### config.mk
export PLATFORM = sky130hd
export DESIGN_NAME = vga_rect_fill_ctrl
export DESIGN_NICKNAME = d
export VERILOG_FILES = /design/src/rtl/vga_rect_fill_ctrl.sv
export SDC_FILE = /design/constraint.sdc
export NUM_CORES = 1
export LEC_CHECK = 0
export CELL_PAD_IN_SITES_DETAIL_PLACEMENT = 1
export CELL_PAD_IN_SITES_GLOBAL_PLACEMENT = 2
export CORE_MARGIN = 4
export CORE_UTILIZATION = 33
export DETAILED_ROUTE_END_ITERATION = 10
export HOLD_SLACK_MARGIN = 0.02
export PLACE_DENSITY = 0.83
export SYNTH_ARGS = -nofsm -noshare
export SYNTH_HDL_FRONTEND = slang
export SYNTH_SLANG_ARGS = --single-unit
### constraint.sdc
create_clock -name clk_i -period 5.9 [get_ports clk_i]
set_input_delay 1.77 -clock clk_i [delete_from_list [all_inputs] [get_ports clk_i]]
set_output_delay 1.77 -clock clk_i [all_outputs]
set_load 0.02 [all_outputs]
### src/rtl/vga_rect_fill_ctrl.sv
`default_nettype none
// ============================================================================
// Module   : vga_rect_fill_ctrl
// Purpose  : Rectangle-fill sequencer driving the framebuffer write port in
//            raster order. Optional corner clamp: VGA_RECT_FILL_CLIP_EN.
// Revision : 1.0  initial release
// ============================================================================
module vga_rect_fill_ctrl #(
    parameter int COORD_W = 11,
    parameter int COLOR_W = 1,
    parameter int H_RES   = 640,
    parameter int V_RES   = 480
) (
    input  logic               clk_i,
    input  logic               rst_i,
    input  logic               start_i,
    input  logic [COORD_W-1:0] x0_i,
    input  logic [COORD_W-1:0] y0_i,
    input  logic [COORD_W-1:0] x1_i,
    input  logic [COORD_W-1:0] y1_i,
    input  logic [COLOR_W-1:0] color_i,
    input  logic               abort_i,
    output logic               busy_o,
    output logic               done_o,
    output logic [COORD_W-1:0] wr_addr_x_o,
    output logic [COORD_W-1:0] wr_addr_y_o,
    output logic [COLOR_W-1:0] wr_color_o,
    output logic               wr_we_o,
    input  logic               wr_ready_i
);

`ifdef VGA_RECT_FILL_CLIP_EN
    localparam bit c_clip_en = 1'b1;
`else
    localparam bit c_clip_en = 1'b0;
`endif

    // With clipping off the limit is all-ones, which makes the clamp a no-op.
    localparam logic [COORD_W-1:0] c_x_lim = c_clip_en ? COORD_W'(H_RES - 1) : {COORD_W{1'b1}};
    localparam logic [COORD_W-1:0] c_y_lim = c_clip_en ? COORD_W'(V_RES - 1) : {COORD_W{1'b1}};

    typedef enum logic [1:0] {
        S_IDLE = 2'd0,
        S_FILL = 2'd1,
        S_DONE = 2'd2
    } state_t;

    state_t               state_q, state_d;
    logic                 busy_q, busy_d;
    logic                 done_q, done_d;
    logic                 we_q, we_d;
    logic [COORD_W-1:0]   x_q, x_d;
    logic [COORD_W-1:0]   y_q, y_d;
    logic [COORD_W-1:0]   xmin_q, xmin_d;
    logic [COORD_W-1:0]   xmax_q, xmax_d;
    logic [COORD_W-1:0]   ymax_q, ymax_d;
    logic [COLOR_W-1:0]   color_q, color_d;

    logic [COORD_W-1:0]   w_x0c, w_x1c, w_y0c, w_y1c;
    logic                 w_accept;

    assign w_x0c    = (x0_i > c_x_lim) ? c_x_lim : x0_i;
    assign w_x1c    = (x1_i > c_x_lim) ? c_x_lim : x1_i;
    assign w_y0c    = (y0_i > c_y_lim) ? c_y_lim : y0_i;
    assign w_y1c    = (y1_i > c_y_lim) ? c_y_lim : y1_i;
    assign w_accept = we_q & wr_ready_i;

    always_comb begin
        state_d = state_q;
        busy_d  = busy_q;
        done_d  = 1'b0;
        we_d    = we_q;
        x_d     = x_q;
        y_d     = y_q;
        xmin_d  = xmin_q;
        xmax_d  = xmax_q;
        ymax_d  = ymax_q;
        color_d = color_q;

        case (state_q)
            S_IDLE: begin
                we_d   = 1'b0;
                busy_d = 1'b0;
                if (start_i) begin
                    xmin_d  = (w_x0c < w_x1c) ? w_x0c : w_x1c;
                    xmax_d  = (w_x0c < w_x1c) ? w_x1c : w_x0c;
                    ymax_d  = (w_y0c < w_y1c) ? w_y1c : w_y0c;
                    x_d     = xmin_d;
                    y_d     = (w_y0c < w_y1c) ? w_y0c : w_y1c;
                    color_d = color_i;
                    we_d    = 1'b1;
                    busy_d  = 1'b1;
                    state_d = S_FILL;
                end
            end
            S_FILL: begin
                // Abort takes priority, even over acceptance of the last pixel.
                if (abort_i) begin
                    we_d    = 1'b0;
                    busy_d  = 1'b0;
                    state_d = S_IDLE;
                end else if (w_accept) begin
                    if (x_q == xmax_q) begin
                        if (y_q == ymax_q) begin
                            we_d    = 1'b0;
                            done_d  = 1'b1;
                            state_d = S_DONE;
                        end else begin
                            x_d = xmin_q;
                            y_d = y_q + 1'b1;
                        end
                    end else begin
                        x_d = x_q + 1'b1;
                    end
                end
            end
            S_DONE: begin
                we_d    = 1'b0;
                busy_d  = 1'b0;
                state_d = S_IDLE;
            end
            default: begin
                we_d    = 1'b0;
                busy_d  = 1'b0;
                state_d = S_IDLE;
            end
        endcase
    end

    always_ff @(posedge clk_i) begin
        if (rst_i) begin
            state_q <= S_IDLE;
            busy_q  <= 1'b0;
            done_q  <= 1'b0;
            we_q    <= 1'b0;
            x_q     <= '0;
            y_q     <= '0;
            xmin_q  <= '0;
            xmax_q  <= '0;
            ymax_q  <= '0;
            color_q <= '0;
        end else begin
            state_q <= state_d;
            busy_q  <= busy_d;
            done_q  <= done_d;
            we_q    <= we_d;
            x_q     <= x_d;
            y_q     <= y_d;
            xmin_q  <= xmin_d;
            xmax_q  <= xmax_d;
            ymax_q  <= ymax_d;
            color_q <= color_d;
        end
    end

    assign busy_o      = busy_q;
    assign done_o      = done_q;
    assign wr_we_o     = we_q;
    assign wr_addr_x_o = x_q;
    assign wr_addr_y_o = y_q;
    assign wr_color_o  = color_q;

endmodule
`default_nettype wire

==> results.sh, run 1 <==
export IMPL_fin_nets=660
export IMPL_postCtsSetupBuffers=0
export IMPL_wl_per_cell_um=18.1
export IMPL_hpwl_mm=10.5
export IMPL_synthTopCellsByArea="dfxtp_1 29%, nand2_1 6.9%, ha_1 6.5%"
export IMPL_endpoint_kind="register"
export IMPL_final_setup_skew_ns=0.00509
export IMPL_post_route_util_pct=42.4
export IMPL_num_vias=4138
export IMPL_final_layout_size_suffix_gt1_share_pct=6.75
export IMPL_cts_resized=0
export IMPL_fin_crit_ns=4.45
export IMPL_slew_headroom_pct=20.0
export IMPL_numPortBuffers=75
export IMPL_clockBufferDepth=2
export IMPL_critPathTopFamily="compound AO/OA/AOI/OAI gates"
export IMPL_crit_arrival_ns=4.67
export IMPL_ys_async_sr_fraction_pct=0
export IMPL_place_area_um2=5010
export IMPL_path_class="in2reg"
export IMPL_antenna_left=0
export IMPL_hp_class="reg2reg"
export IMPL_rr_startpoint="wr_addr_x_o[5]$_SDFFE_PP0P_"
export IMPL_ir_drop_mv=0.139
export IMPL_yosys_warnings=0
export IMPL_gp_congestion=0.839
export IMPL_synth_top_area_share_pct=28.9
export IMPL_viasPerCell=5.41
export IMPL_nFillCells=1511
export IMPL_min_from="wr_color_o$_SDFFE_PP0P_"
export IMPL_drtIter0Drc=228
export IMPL_p_leak_uw=0.00219
export IMPL_worst_pin_slew_ns=1.20
export IMPL_clockRootBuffer="clkbuf_16"
export IMPL_design_area_um2=5330
export IMPL_final_setup_viol_count=0
export IMPL_synth_seq_cells=61
export IMPL_postCtsHoldBufs=0
export IMPL_ys_seq_area_share_pct=28.9
export IMPL_chipHeight_um=121
export IMPL_place_ws_ns=1.16
export IMPL_cp_cell_sequence="clkdlybuf4s50_1 -> inv_1 -> ha_1 -> a21oi_1 -> o21ai_1 -> a221oi_4 -> mux2i_1 -> nor3_1 -> a211o_1"
export IMPL_cp_max_fo=20
export IMPL_setup_ws_ns=1.45
export IMPL_timing_setup_tns_ns=0
export IMPL_yosysTopAreaCell="dfxtp_1"
export IMPL_critPathRequiredTime_ns=6.12
export IMPL_rsz0062_at_grt="no"
export IMPL_synth_cells=547
export IMPL_timing_critical_path_from="y1_i[6]"
export IMPL_pin_count=76
export IMPL_hold_ws_ns=0.461
export IMPL_finalHoldViolCount=0
export IMPL_htreeDepth=3
export IMPL_critical_path_max_stage_delay_ns=0.91
export IMPL_start_util_pct=33.6
export IMPL_max_cap_viol_count=0
export IMPL_grt_max_degree=42
export IMPL_syn_num_nets=619
export IMPL_rows=41
export IMPL_period_share_pct=75.4
export IMPL_area_growth_pct=26.3
export IMPL_dieArea_um2=14700
export IMPL_outcome="finished clean"
export IMPL_cts_buffers_inserted=9
export IMPL_die_w_um=121
export IMPL_finalMaxSlewViolations=0
export IMPL_power_density_nw_per_um2=270
export IMPL_cp_slowest_cell="a221oi_4"
export IMPL_clock_fmax_mhz=225
export IMPL_grt_pass1_vias=4258
export IMPL_core_area_um2=12600
export IMPL_cts_tree="built"
export IMPL_start_kind="primary input"
export IMPL_drtPass1Iterations=4
export IMPL_grt_antenna_before_repair=0
export IMPL_grt_usage_pct=19.7
export IMPL_gr_total_overflow=0
export IMPL_grt_pass1_wl_mm=22.9
export IMPL_clk_pin_slew_ns=0.05
export IMPL_cts_sinks=61
export IMPL_drc=0
export IMPL_synth_common_cells="78 x nand2_1, 61 x dfxtp_1, 61 x nor2_1"
export IMPL_insertion_delay_ns=0.33
export IMPL_synth_edf_count=0
export IMPL_totalWireLength_mm=13.9
export IMPL_synth_top_flop_cell="dfxtp_1"
export IMPL_ys_types=54
export IMPL_synth_most_common_cell="nand2_1"
export IMPL_antenna_cells=0
export IMPL_syn_area_um2=4220
export IMPL_synth_area_per_cell_um2=7.72
export IMPL_critPathBufInv=2
==> per-stage QoR <==
| stage | power (uW) | std cells |
|---|---|---|
| after floorplan | 734 | 547 |
| after global placement | 873 | 749 |
| after detailed placement | 882 | 749 |
| after CTS | 1450 | 765 |
| after global routing | 1510 | 765 |
| final | 1440 | 765 |
==> sequential cells by signal, indices dropped and copies added, names as in the netlist <==
register     cells
xmin_q          11
wr_addr_x_o     11
wr_we_o          1
wr_addr_y_o     11
wr_color_o       1
xmax_q          11
state_q          2
busy_o           1
done_o           1
ymax_q          11
==> layout by cell type (no fill, tap or decap), drive strengths merged, types with 2 or more instances in the layout <==
cell / count
o31ai: 2
buf: 11
nor3: 25
dfxtp: 61
and4: 2
inv: 24
and2: 2
or2: 2
a221o: 2
nor4: 3
a211oi: 16
ha: 22
nand2b: 3
xor2: 19
bufinv: 2
clkdlybuf4s50: 74
a211o: 5
o211ai: 10
nor2: 61
nand3b: 2
nor2b: 3
a21oi: 16
a31oi: 10
o41ai: 2
a2111oi: 2
a311oi: 29
or3: 2
nand3: 9
nand2: 79
and3: 3
clkinv: 3
nand4: 10
clkinvlp: 2
mux2i: 18
xnor2: 14
clkbuf: 9
a21o: 8
o21ai: 14
==> cell type report <==
type | instances | area, um2 | area share [%]
clock buffers | 9 | 225 | 4.23
flip-flops and latches | 61 | 1220 | 22.9
repair buffers | 85 | 821 | 15.4
inverters | 24 | 90.1 | 1.69
well taps | 172 | 215 | 4.04
clock inverters | 7 | 90.1 | 1.69
multi-input cells | 407 | 2670 | 50.0
==> cells by family after synthesis <==
family                   share of synthesized area [%]
XOR/XNOR                                          6.85
AO/OA/AOI/OAI                                     22.4
multiplexers                                      4.53
flip-flops                                        28.9
AND/OR/NAND/NOR                                   22.9
buffers and inverters                             7.91
adder cells (fa/ha/maj)                           6.52
==> worst reg2reg max path: cells and delay by family (launching register included) <==
family	cells	cell delay (ns)
DFF	1	0.50
AOI/OAI and AO/OA	2	0.32
and+or+nand+nor	3	1.84
xor gates and xnor gates	1	0.14
==> where the power goes <==
| part | internal, uW | switching, uW |
|---|---|---|
| Clock | 367 | 199 |
| Sequential | 450 | 50.0 |
| Combinational | 165 | 209 |
==> metal layers <==
layer  global-route usage (%)  vias up  wire (um)  share of wire, %
met4                     6.30        0        186               1.3
met3                     2.19       14        576               4.2
met1                     29.2     2006       6870                50
met5                        0        -          0                 0
met2                     29.7       84       6240                45
li1                         -     2034          -                 -
==> final timing paths <==
check | endpoint | slack [ns] | cells past startpoint
worst max-delay path | wr_addr_y_o[5]$_SDFFE_PP0P_ | 1.45 | 9
worst min-delay path | wr_color_o$_SDFFE_PP0P_ | 0.46 | 2
worst max register to register | wr_addr_y_o[5]$_SDFFE_PP0P_ | 3.06 | 6
worst min register to register | wr_color_o$_SDFFE_PP0P_ | 0.46 | 2
(Power assumes the default switching activity.)
==> run 2: changes to the inputs <==
- CORE_UTILIZATION: 33 -> 28
- PLACE_DENSITY: 0.83 -> 0.75
- clock period: 5.9 -> 4 ns (I/O delays scaled with it)
==> run 2 against run 1 <==
  * Clock skew barely moved
  * Wire length grew 3.5%
  * Critical path depth stayed put
  * Die area is 17% higher
  * Utilization shrank 5.7 points
  * Clock power increased by 33%
  * Setup slack lost 0.96 ns
  * Combinational power grew 49%
  * Non-clock buffer count increased by 6
  * Global-route usage fell by 2.5 points
==> results.sh, run 2 (synthesis gave the netlist of run 1 again) <==
export IMPL_crit_arrival_ns=3.70
export IMPL_htreeDepth=3
export IMPL_fin_crit_ns=3.51
export IMPL_power_density_nw_per_um2=382
export IMPL_cts_sinks=61
export IMPL_use_met3_pct=1.59
export IMPL_hold_path_depth=2
export IMPL_cts_resized=0
export IMPL_setup_ws_ns=0.491
export IMPL_clockBufferDepth=2
export IMPL_fin_nets=666
export IMPL_post_route_util_pct=36.7
export IMPL_totalWireLength_mm=14.4
export IMPL_postCtsHoldBufs=0
export IMPL_cp_max_fo=13
export IMPL_final_setup_viol_count=0
export IMPL_place_ws_ns=0.144
export IMPL_critPathTopFamily="compound AO/OA/AOI/OAI gates"
export IMPL_critical_path_max_stage_delay_ns=0.54
export IMPL_drc=0
export IMPL_grt_usage_pct=17.2
export IMPL_critPathBufInv=2
export IMPL_rr_worst_depth=6
export IMPL_critPathRequiredTime_ns=4.19
export IMPL_drtIter0Drc=262
export IMPL_crit_top_cell="a21o_1"
export IMPL_finalHoldViolCount=0
export IMPL_endpoint_kind="register"
export IMPL_chipHeight_um=131
export IMPL_numPortBuffers=75
export IMPL_hp_class="reg2reg"
export IMPL_slew_headroom_pct=60.4
export IMPL_grt_pass1_wl_mm=23.1
export IMPL_p_leak_uw=0.00221
export IMPL_grt_antenna_before_repair=0
export IMPL_cts_buffers_inserted=9
export IMPL_max_cap_viol_count=0
export IMPL_path_class="in2reg"
export IMPL_postCtsSetupBuffers=0
export IMPL_die_w_um=131
export IMPL_rr_startpoint="wr_addr_x_o[5]$_SDFFE_PP0P_"
export IMPL_grt_busiest_layer="met1"
export IMPL_core_area_um2=14600
export IMPL_antenna_left=0
export IMPL_use_met1_pct=26.6
export IMPL_nFillCells=1764
export IMPL_start_util_pct=28.8
export IMPL_final_common_cell="nand2_1"
export IMPL_antenna_cells=0
export IMPL_gp_congestion=0.760
export IMPL_r2r_end="wr_addr_y_o[3]$_SDFFE_PP0P_"
export IMPL_period_share_pct=87.7
export IMPL_viasPerCell=5.29
export IMPL_cts_tree="built"
export IMPL_start_kind="primary input"
export IMPL_wl_per_cell_um=18.4
export IMPL_clockRootBuffer="clkbuf_16"
export IMPL_dieArea_um2=17100
export IMPL_worst_pin_slew_ns=0.593
export IMPL_rsz0062_at_grt="no"
export IMPL_area_growth_pct=27.3
export IMPL_num_vias=4131
export IMPL_min_to="wr_color_o$_SDFFE_PP0P_"
export IMPL_finalMaxSlewViolations=0
export IMPL_cp_slowest_cell="clkdlybuf4s50_1"
export IMPL_insertion_delay_ns=0.33
export IMPL_clk_pin_slew_ns=0.05
export IMPL_pin_count=76
export IMPL_grtUsageMet2_pct=25.2
export IMPL_final_layout_size_suffix_gt1_share_pct=7.37
export IMPL_gr_total_overflow=0
export IMPL_cp_cell_sequence="clkdlybuf4s50_1 -> inv_1 -> ha_1 -> a21o_1 -> a21o_1 -> a221o_1 -> or2_1 -> o21ai_0 -> a211oi_1"
export IMPL_hold_ws_ns=0.461
export IMPL_min_from="wr_color_o$_SDFFE_PP0P_"
export IMPL_outcome="finished clean"
export IMPL_clock_fmax_mhz=285
export IMPL_rows=44
export IMPL_final_setup_skew_ns=0.00525
export IMPL_reg2reg_slack_ns=1.61
export IMPL_grt_pass1_vias=4098
export IMPL_timing_setup_tns_ns=0
export IMPL_hpwl_mm=10.9
export IMPL_drtPass1Iterations=5
export IMPL_grt_max_degree=43
export IMPL_final_cell_mix="78 x nand2_1, 74 x clkdlybuf4s50_1, 61 x nor2_1, 61 x dfxtp_1, 28 x a311oi_1"
export IMPL_ir_drop_mv=0.206
## run 2: changes by cell type in the layout (fill, tap and decap cells not counted), sizes merged
cell and change:
clkinvlp -2, bufinv -2, clkinv -2, buf +6, clkbuf +4
## run 2: report_power, final
group          internal [uW]  switching (uW)
combinational            251             308
clock                    479             274
sequential               665            75.0
total                   1390             658
## run 2: layout make-up
cell class                 instances  area [um2]  share of cell area (%)
tap                              184         230                    4.29
multi-input combinational        407        2670                    49.7
timing repair buffer              91         878                    16.3
inverter                          24        90.1                    1.68
clock inverter                     1        5.00                  0.0932
clock buffer                      13         280                    5.22
sequential                        61        1220                    22.7
## run 2: worst max-delay path by stage
stage	from	to	slack (ns)	cells after the start
detailed placement	x1_i[8]	xmin_q[9]$_SDFFE_PP0P_	0.14	9
global route	x1_i[8]	wr_addr_x_o[9]$_SDFFE_PP0P_	0.25	9
global placement	x1_i[8]	wr_addr_x_o[9]$_SDFFE_PP0P_	0.19	10
CTS	x1_i[8]	xmin_q[9]$_SDFFE_PP0P_	0.49	9
finish	x1_i[8]	xmin_q[9]$_SDFFE_PP0P_	0.49	9
floorplan	x0_i[8]	wr_addr_x_o[1]$_SDFFE_PP0P_	0.93	9
## run 2: through the flow
step	cells	power, uW	cell area, um2
final	781	2050	5370
after floorplan	547	1080	4220
after CTS	781	2070	5370
after detailed placement	767	1310	5090
after global routing	781	2160	5370
after global placement	767	1300	5090
## run 2: routing by layer
layer | up-vias | part of all wire (%)
met1 | 1996 | 53
met2 | 84 | 43
met4 | 0 | 1.1
met5 | - | 0
met3 | 11 | 3.2
li1 | 2040 | -
## run 2: worst reg2reg max path, stage by stage, from the launching register on
cell      delay [ns]
dfxtp_1         0.51
xor2_1          0.15
nor4_2          0.37
and3_1          0.46
a311oi_2        0.28
a21o_1          0.23
a211o_1         0.28
==> run 3: changes to the inputs <==
- CORE_MARGIN: 4 -> 3
- clock period: 4 -> 3.04 ns (I/O delays scaled with it)
==> run 3 against run 2 <==
  * Clock skew up 0.0017 ns
  * Non-clock buffer count rose by 57
  * Utilization rose by 4.8 points
  * Combinational power increased by 56%
  * Via count grew 4.4%
  * Register-to-register slack got worse by 0.91 ns
  * Count of clock-buffer cells in the layout unchanged
  * Cell count increased by 7.6%
  * Sequential share of layout area fell by 2.6 points
  * Setup slack worse by 0.40 ns
  * Wire length increased by 3.3%
  * Sequential power increased by 31%
  * Largest cell class unchanged
==> results.sh, run 3 (synthesis gave the netlist of run 1 again) <==
export IMPL_outcome="finished clean"
export IMPL_finalMaxSlewViolations=0
export IMPL_grt_antenna_before_repair=0
export IMPL_gp_congestion=0.839
export IMPL_core_area_um2=14600
export IMPL_drtIter0Drc=217
export IMPL_r2r_end="wr_addr_y_o[2]$_SDFFE_PP0P_"
export IMPL_cts_sinks=61
export IMPL_final_cell_mix="78 x nand2_1, 74 x clkdlybuf4s50_1, 63 x buf_4, 61 x dfxtp_1, 60 x nor2_1"
export IMPL_start_kind="primary input"
export IMPL_hpwl_mm=11.3
export IMPL_place_area_um2=5520
export IMPL_finalHoldViolCount=0
export IMPL_hold_ws_ns=0.487
export IMPL_ir_drop_mv=0.309
export IMPL_grt_pass1_wl_mm=22.9
export IMPL_nFillCells=1726
export IMPL_min_from="wr_color_o$_SDFFE_PP0P_"
export IMPL_clockBufferDepth=2
export IMPL_start_util_pct=28.8
export IMPL_rr_worst_depth=6
export IMPL_antenna_left=0
export IMPL_design_area_um2=6070
export IMPL_gr_total_overflow=0
export IMPL_die_w_um=129
export IMPL_clk_pin_slew_ns=0.05
export IMPL_htreeDepth=3
export IMPL_seq_area_um2=1220
export IMPL_final_setup_viol_count=0
export IMPL_period_share_pct=97.2
export IMPL_area_growth_pct=43.8
export IMPL_max_cap_viol_count=0
export IMPL_rr_startpoint="wr_addr_y_o[6]$_SDFFE_PP0P_"
export IMPL_numPortBuffers=75
export IMPL_p_leak_uw=0.00257
export IMPL_chipHeight_um=129
export IMPL_final_layout_size_suffix_gt1_share_pct=19.4
export IMPL_finalPower_uw=3020
export IMPL_clockRootBuffer="clkbuf_16"
export IMPL_cts_buffers_inserted=9
export IMPL_antenna_cells=0
export IMPL_cts_tree="built"
export IMPL_dp_cells=820
export IMPL_min_to="wr_color_o$_SDFFE_PP0P_"
export IMPL_worst_pin_slew_ns=0.524
export IMPL_multi_input_area_um2=2810
export IMPL_post_route_util_pct=41.5
export IMPL_drc=0
export IMPL_slew_headroom_pct=65.1
export IMPL_hp_class="reg2reg"
export IMPL_path_class="in2reg"
export IMPL_dieArea_um2=16600
export IMPL_grt_usage_pct=17.6
export IMPL_final_common_cell="nand2_1"
export IMPL_fin_nets=723
export IMPL_clock_fmax_mhz=339
export IMPL_cp_max_fo=7
export IMPL_final_setup_skew_ns=0.00691
export IMPL_grt_pass1_vias=4226
export IMPL_reg2reg_slack_ns=0.70
export IMPL_power_density_nw_per_um2=497
export IMPL_stdcell_count=840
export IMPL_insertion_delay_ns=0.33
export IMPL_postCtsHoldBufs=0
export IMPL_num_vias=4314
export IMPL_viasPerCell=5.14
export IMPL_drtPass1Iterations=4
export IMPL_hold_path_depth=2
export IMPL_endpoint_kind="register"
export IMPL_wl_per_cell_um=17.7
export IMPL_grt_max_degree=46
export IMPL_pin_count=76
export IMPL_rows=44
export IMPL_totalWireLength_mm=14.8
export IMPL_critPathRequiredTime_ns=3.25
export IMPL_fin_crit_ns=2.95
export IMPL_crit_arrival_ns=3.16
-- run 3: stage by stage --
stage               setup TNS, ns  worst slack [ns]
finish                          0            0.0862
global route               -0.126           -0.0324
CTS                             0           0.00317
detailed placement         -12.66            -0.344
global placement            -9.90            -0.273
floorplan                       0             0.255
-- run 3: power breakdown --
part | switching [uW] | internal, uW | total (uW)
registers | 96.1 | 874 | 970
clock network | 370 | 806 | 1180
logic | 446 | 425 | 871
total | 912 | 2100 | 3020
-- run 3: layout make-up --
type,count,share of cell area [%]
clock buffer,13,4.62
inverter,24,1.48
timing repair buffer,148,22.7
sequential,61,20.1
clock inverter,3,1.07
multi-input combinational,407,46.2
tap,184,3.79
-- run 3: how the worst max path moves through the flow --
stage / from / endpoint / slack (ns)
5_1_grt: y1_i[6] / wr_addr_y_o[10]$_SDFFE_PP0P_ / -0.03
4_1_cts: x1_i[8] / wr_addr_x_o[9]$_SDFFE_PP0P_ / 0.003
6_report: y1_i[9] / wr_addr_y_o[7]$_SDFFE_PP0P_ / 0.09
3_3_place_gp: x1_i[8] / wr_addr_x_o[1]$_SDFFE_PP0P_ / -0.27
3_5_place_dp: x1_i[8] / wr_addr_x_o[5]$_SDFFE_PP0P_ / -0.34
2_1_floorplan: x0_i[8] / wr_addr_x_o[1]$_SDFFE_PP0P_ / 0.26
-- run 3: layer usage --
| layer | global-route usage, % | share of wire (%) |
|---|---|---|
| met5 | 0 | 0 |
| met4 | 4.32 | 0.86 |
| met3 | 3.28 | 4.1 |
| met2 | 26.8 | 45 |
| met1 | 25.5 | 50 |
-- run 3: timing repair --
item | 4_1_cts | 5_1_grt
endpoints found under the setup margin | 0 | 40
resized for setup | 0 | 39
buffers inserted | 0 | 1
-- run 3: worst max-delay path, stage by stage --
cell and delay, ns:
clkdlybuf4s50_1 0.50, inv_1 0.09, ha_1 0.30, nand4_1 0.11, nor2_1 0.20, a221oi_4 0.12, clkbuf_16 0.18, buf_4 0.14
nand2_1 0.05, o21ai_0 0.17, a221o_1 0.39
